--- src/rtl/seq_alu.sv ---
// seq_alu: multi-cycle ALU with bit-serial shifts and an optional shift-add
// multiplier that is built only when SEQ_ALU_MUL_EN is defined.
module seq_alu #(
  parameter int WIDTH = 32
) (
  input  logic             clk,
  input  logic             rst_n,
  input  logic             start,
  input  logic [3:0]       op,
  input  logic [WIDTH-1:0] x,
  input  logic [WIDTH-1:0] y,
  output logic             busy,
  output logic             done,
  output logic [WIDTH-1:0] r,
  output logic             overflow,
  output logic             zero,
  output logic             err
);
  localparam int SW = $clog2(WIDTH);
  localparam int CW = SW + 1;

  localparam logic [3:0] OP_ADDU = 4'b0000;
  localparam logic [3:0] OP_ADD  = 4'b0001;
  localparam logic [3:0] OP_OR   = 4'b0010;
  localparam logic [3:0] OP_SUBU = 4'b0100;
  localparam logic [3:0] OP_SUB  = 4'b0101;
  localparam logic [3:0] OP_SLTU = 4'b0110;
  localparam logic [3:0] OP_SLT  = 4'b0111;
  localparam logic [3:0] OP_AND  = 4'b1000;
  localparam logic [3:0] OP_XOR  = 4'b1001;
  localparam logic [3:0] OP_SLL  = 4'b1010;
  localparam logic [3:0] OP_SRL  = 4'b1011;
  localparam logic [3:0] OP_SRA  = 4'b1100;
`ifdef SEQ_ALU_MUL_EN
  localparam logic [3:0] OP_MUL  = 4'b1101;
`endif

  typedef enum logic [1:0] {IDLE = 2'd0, EXEC = 2'd1, DONE = 2'd2} state_t;

  // Handshake: a request is taken on a rising edge with start=1 and busy=0;
  // start while busy=1 is dropped. done pulses one cycle as r/flags update.
  state_t           state;
  logic [3:0]       op_q;
  logic [WIDTH-1:0] a_q;
  logic [WIDTH-1:0] b_q;
  logic [CW-1:0]    cnt;
  logic [CW-1:0]    cnt_init;
  logic             accept;
  logic             step;
  logic [WIDTH-1:0] sum;
  logic [WIDTH:0]   diff;
  logic [WIDTH-1:0] sh_step;
  logic [WIDTH-1:0] res_r;
  logic             of_add;
  logic             of_sub;
  logic             res_of;
  logic             res_err;
`ifdef SEQ_ALU_MUL_EN
  logic [WIDTH-1:0] hi_q;
  logic [WIDTH:0]   mul_sum;
  logic [WIDTH-1:0] hi_nx;
  logic [WIDTH-1:0] lo_nx;
`endif

  assign accept = start && !busy;
  assign step   = (cnt != '0);

  // cnt holds the number of serial steps still to run; zero means one pass.
  always_comb begin
    cnt_init = '0;
    case (op)
      OP_SLL, OP_SRL, OP_SRA: cnt_init = CW'(y[SW-1:0]);
`ifdef SEQ_ALU_MUL_EN
      OP_MUL:                 cnt_init = CW'(WIDTH);
`endif
      default:                cnt_init = '0;
    endcase
  end

  always_comb begin
    sum    = a_q + b_q;
    diff   = {1'b0, a_q} + {1'b0, ~b_q} + {{WIDTH{1'b0}}, 1'b1};
    of_add = (a_q[WIDTH-1] == b_q[WIDTH-1]) && (sum[WIDTH-1] != a_q[WIDTH-1]);
    of_sub = (a_q[WIDTH-1] != b_q[WIDTH-1]) && (diff[WIDTH-1] != a_q[WIDTH-1]);
    case (op_q)
      OP_SLL:  sh_step = {a_q[WIDTH-2:0], 1'b0};
      OP_SRA:  sh_step = {a_q[WIDTH-1], a_q[WIDTH-1:1]};
      default: sh_step = {1'b0, a_q[WIDTH-1:1]};
    endcase
`ifdef SEQ_ALU_MUL_EN
    // {hi_q, b_q} is the partial product; b_q doubles as the multiplier.
    mul_sum = {1'b0, hi_q} + (b_q[0] ? {1'b0, a_q} : '0);
    hi_nx   = mul_sum[WIDTH:1];
    lo_nx   = {mul_sum[0], b_q[WIDTH-1:1]};
`endif
    res_r   = '0;
    res_of  = 1'b0;
    res_err = 1'b0;
    case (op_q)
      OP_ADDU: res_r = sum;
      OP_ADD:  begin res_r = sum; res_of = of_add; end
      OP_OR:   res_r = a_q | b_q;
      OP_SUBU: res_r = diff[WIDTH-1:0];
      OP_SUB:  begin res_r = diff[WIDTH-1:0]; res_of = of_sub; end
      OP_SLTU: res_r = WIDTH'(!diff[WIDTH]);
      OP_SLT:  res_r = WIDTH'(of_sub ^ diff[WIDTH-1]);
      OP_AND:  res_r = a_q & b_q;
      OP_XOR:  res_r = a_q ^ b_q;
      OP_SLL, OP_SRL, OP_SRA: res_r = step ? sh_step : a_q;
`ifdef SEQ_ALU_MUL_EN
      OP_MUL:  begin res_r = lo_nx; res_of = |hi_nx; end
`endif
      default: res_err = 1'b1;
    endcase
  end

  always_ff @(posedge clk or negedge rst_n) begin
    if (!rst_n) begin
      state    <= IDLE;
      busy     <= 1'b0;
      done     <= 1'b0;
      r        <= '0;
      overflow <= 1'b0;
      zero     <= 1'b0;
      err      <= 1'b0;
      op_q     <= '0;
      a_q      <= '0;
      b_q      <= '0;
      cnt      <= '0;
`ifdef SEQ_ALU_MUL_EN
      hi_q     <= '0;
`endif
    end else begin
      done <= 1'b0;
      case (state)
        EXEC: begin
          if (step) begin
            cnt <= cnt - CW'(1);
            if (op_q == OP_SLL || op_q == OP_SRL || op_q == OP_SRA) a_q <= sh_step;
`ifdef SEQ_ALU_MUL_EN
            if (op_q == OP_MUL) begin
              hi_q <= hi_nx;
              b_q  <= lo_nx;
            end
`endif
          end
          if (cnt <= CW'(1)) begin
            state    <= DONE;
            busy     <= 1'b0;
            done     <= 1'b1;
            r        <= res_r;
            overflow <= res_of;
            zero     <= (res_r == '0);
            err      <= res_err;
          end
        end
        default: begin
          if (accept) begin
            state <= EXEC;
            busy  <= 1'b1;
            op_q  <= op;
            a_q   <= x;
            b_q   <= y;
            cnt   <= cnt_init;
`ifdef SEQ_ALU_MUL_EN
            hi_q  <= '0;
`endif
          end else begin
            state <= IDLE;
          end
        end
      endcase
    end
  end
endmodule

--- config.mk ---
export PLATFORM = sky130hd
export DESIGN_NAME = seq_alu
export DESIGN_NICKNAME = d
export VERILOG_FILES = /design/src/rtl/seq_alu.sv
export SDC_FILE = /design/constraint.sdc
export NUM_CORES = 1
export LEC_CHECK = 0
export BUFFER_PORTS_ARGS = -buffer_cell sky130_fd_sc_hd__clkbuf_2
export CAP_MARGIN = 10
export CORE_ASPECT_RATIO = 1.4
export CORE_MARGIN = 10
export CORE_UTILIZATION = 35
export DETAILED_ROUTE_END_ITERATION = 8
export REMOVE_ABC_BUFFERS = 1
export SLEW_MARGIN = 5
export SYNTH_ARGS = -nofsm -noshare
export SYNTH_HDL_FRONTEND = slang
export SYNTH_SLANG_ARGS = --single-unit
export TNS_END_PERCENT = 50
--- constraint.sdc ---
create_clock -name clk -period 5 [get_ports clk]
set_input_delay 0.25 -clock clk [delete_from_list [all_inputs] [get_ports clk]]
set_output_delay 0.25 -clock clk [all_outputs]
set_load 0.02 [all_outputs]
# Yosys cells after proc, flatten, opt, wreduce, memory -nomap -nowiden
# Cells that the tools add are included.
# Widths: inputs -> output; s select.
totals:
  out_inout_bits: 37
  reg_bits: 113
  inputBits: 71
op_classes:
  n_lt_le_gt_ge: 1
  add_sub_neg: 4
  reduce_logical: 21
  mux: 21
  n_bitwise: 6
  eq_ne: 22
op_table:
  columns: ["op", "n"]
  rows:
  - ["$pmux 32 s8", 1]
  - ["$mux 32", 5]
  - ["$pmux 32 s2", 1]
  - ["$add 32x32->33", 1]
  - ["$add 33x1->33 const B", 1]
  - ["$add 32x32->32", 1]
  - ["$and 32x32->32", 1]
  - ["$eq 4x4->1 const B", 8]
  - ["$logic_not 32->1", 1]
  - ["$not 32->32", 1]
  - ["$or 32x32->32", 1]
  - ["$xor 32x32->32", 1]
  - ["$mux 6", 3]
  - ["$eq 4x3->1 const B", 4]
  - ["$reduce_or 12->1", 1]
  - ["$reduce_and 2->1", 4]
  - ["$mux 1", 7]
  - ["$le 6x1->1 const B", 1]
  - ["$ne 2x2->1 const B", 3]
  - ["$reduce_bool 6->1", 1]
  - ["$reduce_or 3->1", 2]
  - ["$sub 6x1->6 const B", 1]
  - ["$mux 5", 1]
  - ["$eq 4x1->1 const B", 1]
  - ["other kinds (15)", 23]

# Longest topological paths before layout
# Gate-level depths: netlist of the first run.
depth:
  ltp_word: 8
  mapped_depth: 23

# Worst setup path after synthesis of the first run
# OpenSTA, ideal clock, no wires.
synth_path:
  path_kind: "register to register"
  from: "register a_q[6]"
  to: "register zero"
  slack_ns: 0.936
  setup_time_ns: 0.092
  arrival_ns: 3.972
  path_buffers: 1
  path_stages_with_launch: 24
  path_cell_list: "dfrtp_1 > inv_1 > ha_1 > clkbuf_1 > nor2b_1 > o311ai_0 > a21oi_1 > o21ai_0 > a21oi_1 > a21oi_1 > o21ba_2 > o21bai_1 > a21oi_1 > o21bai_1 > a21oi_1 > fa_1 > a31oi_1 > o22ai_1 > a21oi_1 > o21a_1 > nand4b_1 > nor4_2 > nand4b_1 > o31ai_2"
synth_between:
  elab_chain_len: 7
synth_rtl:
  columns: ["item", "line_no", "source"]
  rows:
  - ["from (decl)", "44", "logic [WIDTH-1:0] a_q;"]
  - ["from (signal assigned)", "139", "if (op_q == OP_SLL || op_q == OP_SRL || op_q == OP_SRA) a_q <= sh_step;"]
  - ["$add 32x32->33", "82", "diff = {1'b0, a_q} + {1'b0, ~b_q} + {{WIDTH{1'b0}}, 1'b1};"]
  - ["$add 33x1->33", "82", null]
  - ["$ne 1x1->1", "84", "of_sub = (a_q[WIDTH-1] != b_q[WIDTH-1]) && (diff[WIDTH-1] != a_q[WIDTH-1]);"]
  - ["$logic_and 1x1->1", "84", null]
  - ["$xor 1x1->1", "106", "OP_SLT: res_r = WIDTH'(of_sub ^ diff[WIDTH-1]);"]
  - ["$pmux 32 s8 *", "99", "case (op_q)"]
  - ["$logic_not 32->1 *", "153", "zero <= (res_r == '0);"]
  - ["to (signal assigned)", "153", null]
  - ["to (decl)", "16", "output logic zero,"]
# Every way passes the cells marked *; elsewhere a longest branch is shown, timed or not.
# A chain may end at the register's enable or synchronous reset.

# Final worst setup path of the first run
layout_path:
  from: "register a_q[1]"
  to: "register zero"
# Same word-level chain as after synthesis.

==> results of run 1 <==
==> worst paths after layout <==
kind,start,endpoint,slack [ns],depth (start not counted)
setup / recovery,a_q[1],zero,0.33,22
hold / removal,y[16],b_q[16],0.008,3
setup reg to reg,a_q[1],zero,0.33,22
hold reg to reg,r[21],r[21],0.48,2
max in group asynchronous,rst_n,a_q[1],3.30,3
min in group asynchronous,rst_n,b_q[8],0.32,2
==> per-stage QoR <==
step / utilization (%) / instance area, sq um
2_1_floorplan: - / 10340
3_3_place_gp: 39.14 / 11750
3_5_place_dp: 39.14 / 11750
4_1_cts: 41.95 / 12600
5_1_grt: 42.00 / 12610
6_report: 42.00 / 12610
==> cell families (layout without fill, tap and decap cells) <==
kind of cell	after synthesis	count (layout)	share of synthesized area, %
AND/OR/NAND/NOR	495	495	20.80
buffers and inverters	183	298	6.610
flip-flops	113	113	26.44
XOR/XNOR	20	20	1.638
multiplexers	34	34	3.241
AO/OA/AOI/OAI	493	493	28.19
adder cells (fa/ha/maj)	110	110	13.08
==> tightest hold or removal path, cell delays in order <==
cell      delay (ns)
clkbuf_2        0.08
nand2_1         0.04
o21ai_0         0.05
==> per-layer routing <==
layer	GRT usage (%)	vias up	share of wire, %	routed length [um]
met5	0	-	0	0
met2	38.61	323	51	21150
li1	-	5320	-	-
met3	3.310	79	4.4	1818
met4	8.610	0	3.1	1287
met1	24.77	5282	41	17120
==> cell type report <==
cell class / count / area [sq um] / area share (%)
multi-input combinational: 1152 / 7209 / 57.17
clock inverter: 12 / 205.2 / 1.627
clock buffer: 20 / 456.7 / 3.621
sequential: 113 / 2830 / 22.44
tap: 385 / 481.7 / 3.820
timing repair buffer: 173 / 1079 / 8.552
inverter: 93 / 349.1 / 2.768
==> repair_timing <==
action,4_1_cts,5_1_grt
hold buffers,18,0
endpoints found under the setup margin,0,1
gates resized for setup,0,5
hold endpoints to repair,61,0
==> placed cells by master, fill, tap and decap left out, types with 6 or more instances in the layout <==
cell type,instances
o22ai_1,14
mux2i_1,29
nand2_1,196
nor2_1,159
nor2b_1,19
dlygate4sd3_1,18
or3_1,8
o211ai_1,16
a221oi_1,15
nand2b_1,8
o21bai_1,12
nor3_1,23
buf_4,49
a21o_1,15
o21ai_0,141
a211oi_1,13
a21oi_1,154
o221ai_1,7
ha_1,107
clkbuf_2,106
a31oi_1,16
o21ai_1,12
nor4_1,7
o21a_1,8
nand3_1,17
nand4_1,15
inv_2,6
dfrtp_1,111
o31ai_1,9
inv_1,86
xnor2_1,19
clkbuf_16,17
==> flip-flops by register name, summed over array words and instances, names as in the netlist <==
name,cells
err,1
op_q,4
done,1
a_q,32
zero,1
cnt,6
busy,1
r,32
state,2
b_q,32
overflow,1
==> flow_summary.yaml, run 1 <==
detailed_routing:
  drtPass1Iterations: 7
  vias: 11000
  first_iter_violations: 870
  post_drt_wl_per_cell_um: 21.24
  antenna_left: 0
  routed_via_density: 5.649
  wirelength_mm: 41.38
  drc_errors: 0
grt:
  grt_remaining_overflow: 0
  grt_util_all_layers_pct: 21.46
  grt_pass1_wl_mm: 64.88
  grt_pass1_vias: 11220
  grt_max_degree: 70
  antenna_found_initial: 0
clocking:
  clk_latency_ns: 0.46
  clock-sinks: 113
  cts_tree: "done"
  htreeDepth: 4
  post_cts_buffers: 0
  clock_path_buffers: 2
  cts_buffers: 17
  path_clk_slew_ns: 0.07
  cts_root_buf: "clkbuf_16"
place:
  hpwl_mm: 31.49
  gp_congestion: 0.9728
  place_inst: 1898
  place_ws_ns: 0.1392
  port_buffers: 107
sta:
  finalClockSkew_ns: 0.01264
  period_minus_slack_ns: 4.666
  grt_setup_unrepaired: "no"
  final_max_slew_viol_count: 0
  worst_slack_ns: 0.3335
  slew-limit-headroom_pct: 36.70
  fmax_ghz: 0.2143
  worst_pin_slew_ns: 0.9494
  hold_viol: 0
  period_share_pct: 93.33
  whs_ns: 0.008026
  setup_viol: 0
  setup_tns_ns: 0
synthesis:
  synth.top_cell.area_share_pct: 26.44
  yosys.area.top_type: "dfrtp_1"
  synthTopCellsByCount: "nand2_1, nor2_1, a21oi_1"
  yosysSeqAreaShare_pct: 26.44
  synth_area_sq_um: 10700
  ys.flop_type: "dfrtp_1"
  yosysMostFrequentCell: "nand2_1"
  synth_edf_count: 0
  syn_area_per_cell_sq_um: 7.386
  ys_ff_latch: 113
  syn_inst: 1448
  ys_warn_count: 0
  synth_area_leaders: "dfrtp_1, ha_1, a21oi_1"
  synth_cell_type_count: 85
  async_flop_share_pct: 100.0
worst_setup_path:
  path_common_cell: "a21oi_1"
  max_stage_delay_ns: 0.46
  critPathLaunchType: "flip-flop"
  crit_slowest_cell: "dfrtp_2"
  worstSetupPathType: "reg2reg"
  crit_required_ns: 5.37
  crit_family: "compound AO/OA/AOI/OAI gates"
  crit_buf_inv: 1
  worst_ep_arrival_time_ns: 5.03
  critPathMaxFanout: 6
  worstPathCellList: "inv_1, ha_1, o21bai_1, o211ai_1, a21oi_2, o21ai_0, a21oi_2, a21oi_1, o21ba_2, o21bai_1, a21oi_1, o21bai_1, a21oi_1, fa_1, a31oi_1, o22ai_1, a21oi_1, o21a_1, nand4b_1, nor4_2, nand4b_1, o31ai_2"
  critPathCaptureType: "flip-flop"
final_layout:
  drive_gt1_share_pct: 14.46
  nets: 1731
  syn2layout_area_growth_pct: 17.91
  antennaDiodeCount: 0
  fin_cells: 1948
  fillCellCount: 3141
floorplan:
  io_pins: 108
  die-area_sq_um: 38050
  core_area_sq_um: 30030
  die_w_um: 167.7
  start_util_pct: 35.62
  die_y_um: 226.8
  rows: 75
status:
  status: "completed"
run:
  maxCapViolations: 0
worst_hold_path:
  hp-class: "in2reg"
Power of run 1 is not shown: default switching activity piles up to over one toggle a cycle in this logic, so the estimate is an artifact.
==> inputs of run 2 (changes only) <==
--- a/config.mk
+++ b/config.mk
@@ -8,7 +8,7 @@
 export BUFFER_PORTS_ARGS = -buffer_cell sky130_fd_sc_hd__clkbuf_2
 export CAP_MARGIN = 10
 export CORE_ASPECT_RATIO = 1.4
-export CORE_MARGIN = 10
+export CORE_MARGIN = 2
 export CORE_UTILIZATION = 35
 export DETAILED_ROUTE_END_ITERATION = 8
 export REMOVE_ABC_BUFFERS = 1
==> run 2 against run 1 <==
  * First-iteration DRC count is 15% lower
  * Fmax up 1.7%
  * Final area grew 0.13%
  * Worst hold slack better by 0.020 ns
  * Highest routed layer unchanged
  * Critical path depth unchanged
  * Cell count about the same
  * Sequential share of layout area barely moved
==> flow_summary.yaml, run 2 (synthesis results as in run 1) <==
worst_setup_path:
  worstPathCellList: "inv_1, ha_2, nor3_1, o311ai_0, a21oi_2, o21ai_0, a21oi_1, a21oi_1, o21ba_2, o21bai_1, a21oi_1, o21bai_1, a21oi_1, fa_1, a31oi_1, o22ai_1, a21oi_1, o21a_1, nand4b_1, nor4_2, nand4b_1, o31ai_2"
  r2r_setup_slack_ns: 0.41
  crit_required_ns: 5.36
  critPathCaptureType: "flip-flop"
  worst_ep_arrival_time_ns: 4.95
  critPathLaunch: "a_q[8]"
  r2r_start: "a_q[8]"
  crit_path_end: "zero"
  crit_buf_inv: 1
  regToRegEndpoint: "zero"
  crit_slowest_cell: "dfrtp_2"
  worstSetupPathType: "reg2reg"
  ff2ff_path_depth: 22
  path_common_cell: "a21oi_1"
  max_stage_delay_ns: 0.44
  critPathMaxFanout: 10
  critPathLaunchType: "flip-flop"
  crit_cells: 22
  crit_family: "compound AO/OA/AOI/OAI gates"
sta:
  slew-limit-headroom_pct: 30.12
  fmax_ghz: 0.2180
  hold_viol: 0
  grt_setup_unrepaired: "no"
  period_share_pct: 91.75
  worst_pin_slew_ns: 1.047
  setup_viol: 0
  worst_slack_ns: 0.4127
  period_minus_slack_ns: 4.587
  finalClockSkew_ns: 0.01006
  final_max_slew_viol_count: 0
  setup_tns_ns: 0
place:
  port_buffers: 107
  place_inst: 1896
  hpwl_mm: 30.15
  place_ws_ns: 0.2729
  gp_congestion: 0.9549
detailed_routing:
  antenna_left: 0
  post_drt_wl_per_cell_um: 20.56
  drc_errors: 0
  drtPass1Iterations: 6
  wirelength_mm: 40.03
  routed_via_density: 5.699
  vias: 11100
  first_iter_violations: 740
clocking:
  htreeDepth: 4
  clk_latency_ns: 0.45
  post_cts_buffers: 0
  cts_tree: "done"
  cts_root_buf: "clkbuf_16"
  clock-sinks: 113
  clock_path_buffers: 2
  cts_buffers: 17
  path_clk_slew_ns: 0.06
floorplan:
  start_util_pct: 35.62
  rows: 75
  die_y_um: 210.8
  core_area_sq_um: 30030
  io_pins: 108
  die_w_um: 151.7
  die-area_sq_um: 31990
grt:
  grt_pass1_vias: 11100
  grt_remaining_overflow: 0
  grt_util_all_layers_pct: 25.48
  antenna_found_initial: 0
  grt_pass1_wl_mm: 62.20
  grt_max_degree: 69
worst_hold_path:
  hp-start: "y[16]"
  hp-class: "in2reg"
final_layout:
  fin_cells: 1947
  layout_common_cells: "nand2_1, nor2_1, a21oi_1"
  syn2layout_area_growth_pct: 18.06
  fillCellCount: 3150
  final_common_cell: "nand2_1"
  antennaDiodeCount: 0
  drive_gt1_share_pct: 14.85
  reg_top3: "a_q x32, b_q x32, r x32"
  nets: 1730
status:
  status: "completed"
run:
  maxCapViolations: 0
[run 2: worst min path at each step]
stage	end	slack, ns	depth (start not counted)
floorplan	a_q[0]	-0.05	0
global placement	a_q[7]	0.36	1
detailed placement	a_q[7]	0.37	1
CTS	b_q[12]	0.006	3
global route	b_q[26]	0.03	3
finish	b_q[16]	0.03	3
[run 2: tightest hold or removal path, cell delays in order]
cell,delay [ns]
clkbuf_2,0.08
nand2_1,0.04
o21ai_0,0.06
[run 2: final cells by class]
type                            instances  area, sq um  share of cell area, %
Sequential cell                       113         2836                  22.46
Clock buffer                           19        432.9                  3.428
Multi-Input combinational cell       1152         7221                  57.18
Timing Repair Buffer                  172         1074                  8.502
Clock inverter                         13        232.7                  1.843
Inverter                               93        349.1                  2.765
Tap cell                              385        481.7                  3.815
[run 2: per-layer routing]
layer | GRT usage (%) | wire [um] | share of wire [%] | vias up
li1 | - | - | - | 5327
met1 | 30.01 | 16280 | 41 | 5291
met2 | 45.08 | 20280 | 51 | 376
met3 | 3.629 | 1782 | 4.5 | 102
met4 | 11.81 | 1694 | 4.2 | 0
met5 | 0 | 0 | 0 | -
[run 2: stage by stage]
step | hold WS (ns) | utilization, % | instance area (sq um)
finish | 0.02818 | 42.05 | 12630
global route | 0.03089 | 42.05 | 12630
CTS | 0.005827 | 41.94 | 12590
detailed placement | 0.3656 | 39.09 | 11740
global placement | 0.3585 | 39.09 | 11740
floorplan | -0.04559 | - | 10340
[run 2: timing repair]
item                                    4_1_cts  5_1_grt
gates resized for setup                       0       15
hold buffers                                 19        0
endpoints found under the setup margin        0        1
hold endpoints to repair                     70        0
Power of run 2 is left out for the same reason.
==> inputs of run 3 (changes only) <==
--- a/config.mk
+++ b/config.mk
@@ -9,7 +9,7 @@
 export CAP_MARGIN = 10
 export CORE_ASPECT_RATIO = 1.4
 export CORE_MARGIN = 2
-export CORE_UTILIZATION = 35
+export CORE_UTILIZATION = 25
 export DETAILED_ROUTE_END_ITERATION = 8
 export REMOVE_ABC_BUFFERS = 1
 export SLEW_MARGIN = 5
==> run 3 against run 2 <==
  * Clock skew rose by 0.0033 ns
  * Count of clock-buffer cells in the layout up 1
  * Sequential cell count stayed put
  * Wire length grew 7.4%
  * Register-to-register slack lost 0.05 ns
  * Sequential share of layout area down 0.075 points
  * Die area grew 39%
  * First-iteration DRC count rose by 2.8%
  * Critical path depth is the same
  * Fmax fell by 1.2%
  * Cell count rose by 7.7%
  * Global-route usage shrank 6.0 points
==> flow_summary.yaml, run 3 (synthesis results as in run 1) <==
worst_setup_path:
  critPathMaxFanout: 10
  critPathLaunchType: "flip-flop"
  r2r_setup_slack_ns: 0.36
  crit_buf_inv: 1
  crit_required_ns: 5.36
  worstSetupPathType: "reg2reg"
  critPathCaptureType: "flip-flop"
  max_stage_delay_ns: 0.42
  crit_slowest_cell: "dfrtp_1"
  worst_ep_arrival_time_ns: 5.00
  worstPathCellList: "inv_1, ha_2, nor3_1, o311ai_0, a21oi_2, o21ai_0, a21oi_1, a21oi_1, o21ba_2, o21bai_1, a21oi_1, o21bai_1, a21oi_1, fa_1, a31oi_1, o22ai_1, a21oi_1, o21a_1, nand4b_1, nor4_2, nand4b_1, o31ai_2"
  path_common_cell: "a21oi_1"
  crit_family: "compound AO/OA/AOI/OAI gates"
sta:
  setup_viol: 0
  final_max_slew_viol_count: 0
  grt_setup_unrepaired: "no"
  hold_viol: 0
  fmax_ghz: 0.2154
  worst_slack_ns: 0.3580
  period_minus_slack_ns: 4.642
  worst_pin_slew_ns: 0.9954
  finalClockSkew_ns: 0.01333
  slew-limit-headroom_pct: 33.48
  period_share_pct: 92.84
floorplan:
  core_area_sq_um: 42200
  die_y_um: 248.7
  die-area_sq_um: 44480
  io_pins: 108
  die_w_um: 178.8
  rows: 89
  start_util_pct: 25.34
detailed_routing:
  post_drt_wl_per_cell_um: 20.50
  drtPass1Iterations: 5
  wirelength_mm: 42.99
  drc_errors: 0
  antenna_left: 0
  routed_via_density: 5.288
  first_iter_violations: 761
  vias: 11090
grt:
  grt_util_all_layers_pct: 19.48
  grt_remaining_overflow: 0
  grt_max_degree: 69
  grt_pass1_vias: 11360
  grt_pass1_wl_mm: 65.98
  antenna_found_initial: 0
run:
  maxCapViolations: 0
final_layout:
  fin_cells: 2097
  layout_common_cells: "nand2_1, nor2_1, a21oi_1"
  reg_top3: "a_q x32, b_q x32, r x32"
  antennaDiodeCount: 0
  syn2layout_area_growth_pct: 18.25
  drive_gt1_share_pct: 14.76
  final_common_cell: "nand2_1"
  post-route-util_pct: 29.97
  fillCellCount: 4574
  nets: 1719
clocking:
  clk_latency_ns: 0.45
  cts_root_buf: "clkbuf_16"
  cts_tree: "done"
  cts_buffers: 17
  clock-sinks: 113
  clock_path_buffers: 2
  htreeDepth: 4
  path_clk_slew_ns: 0.06
place:
  place_inst: 2059
  gp_congestion: 0.9341
  port_buffers: 107
  hpwl_mm: 32.93
  place_ws_ns: 0.1578
status:
  status: "completed"
worst_hold_path:
  hp-class: "in2reg"
[run 3: cell count changes in the layout (fill, tap and decap cells not counted), moves of 2 or more]
cell	change
bufinv_16	-4
clkbuf_8	+2
clkinv_4	+2
dfrtp_1	+4
dfrtp_2	-4
dlygate4sd3_1	-13
[run 3: what timing repair did]
action,CTS,global route
setup endpoints to repair,0,1
buffers inserted,0,0
gates resized for setup,0,8
endpoints found under the hold margin,55,0
hold buffers,6,0
[run 3: metrics by stage]
stage,cell area [sq um],hold slack [ns],setup TNS (ns)
finish,12650,0.01499,0
global route,12650,0.007822,0
CTS,12630,0.0004627,0
detailed placement,11980,0.3620,0
global placement,11980,0.3495,0
floorplan,10340,-0.04559,-34.95
[run 3: path summary, 6_finish.rpt]
path                            startpoint      end  cells past startpoint
worst max-delay path                a_q[8]     zero                     22
worst min-delay path                 y[28]  b_q[28]                      3
worst max register to register      a_q[8]     zero                     22
worst min register to register       r[16]    r[16]                      2
max in group asynchronous            rst_n   a_q[1]                      3
min in group asynchronous            rst_n     r[7]                      2
[run 3: final cells by class]
cell class                 count  area [sq um]  area share, %
clock buffer                  20         456.7          3.611
clock inverter                12         133.9          1.059
inverter                      93         349.1          2.760
multi-input combinational   1152          7222          57.10
sequential                   113          2831          22.39
tap                          546         683.2          5.402
timing repair buffer         161         970.9          7.677
[run 3: per-layer routing]
| layer | vias up | track usage (%) | part of all wire, % |
|---|---|---|---|
| li1 | 5293 | - | - |
| met1 | 5346 | 21.45 | 39 |
| met2 | 342 | 35.31 | 52 |
| met3 | 108 | 3.419 | 4.6 |
| met4 | 0 | 9.663 | 4.4 |
| met5 | - | 0 | 0 |
[run 3: worst register-to-register path: stages (launching register included)]
cell,delay (ns)
dfrtp_1,0.42
inv_1,0.08
ha_2,0.37
nor3_1,0.25
o311ai_0,0.23
a21oi_2,0.20
o21ai_0,0.17
a21oi_1,0.25
a21oi_1,0.15
o21ba_2,0.25
o21bai_1,0.15
a21oi_1,0.09
o21bai_1,0.13
a21oi_1,0.09
fa_1,0.37
a31oi_1,0.17
o22ai_1,0.10
a21oi_1,0.14
o21a_1,0.16
nand4b_1,0.11
nor4_2,0.33
nand4b_1,0.15
o31ai_2,0.19
Power of run 3 is left out for the same reason.
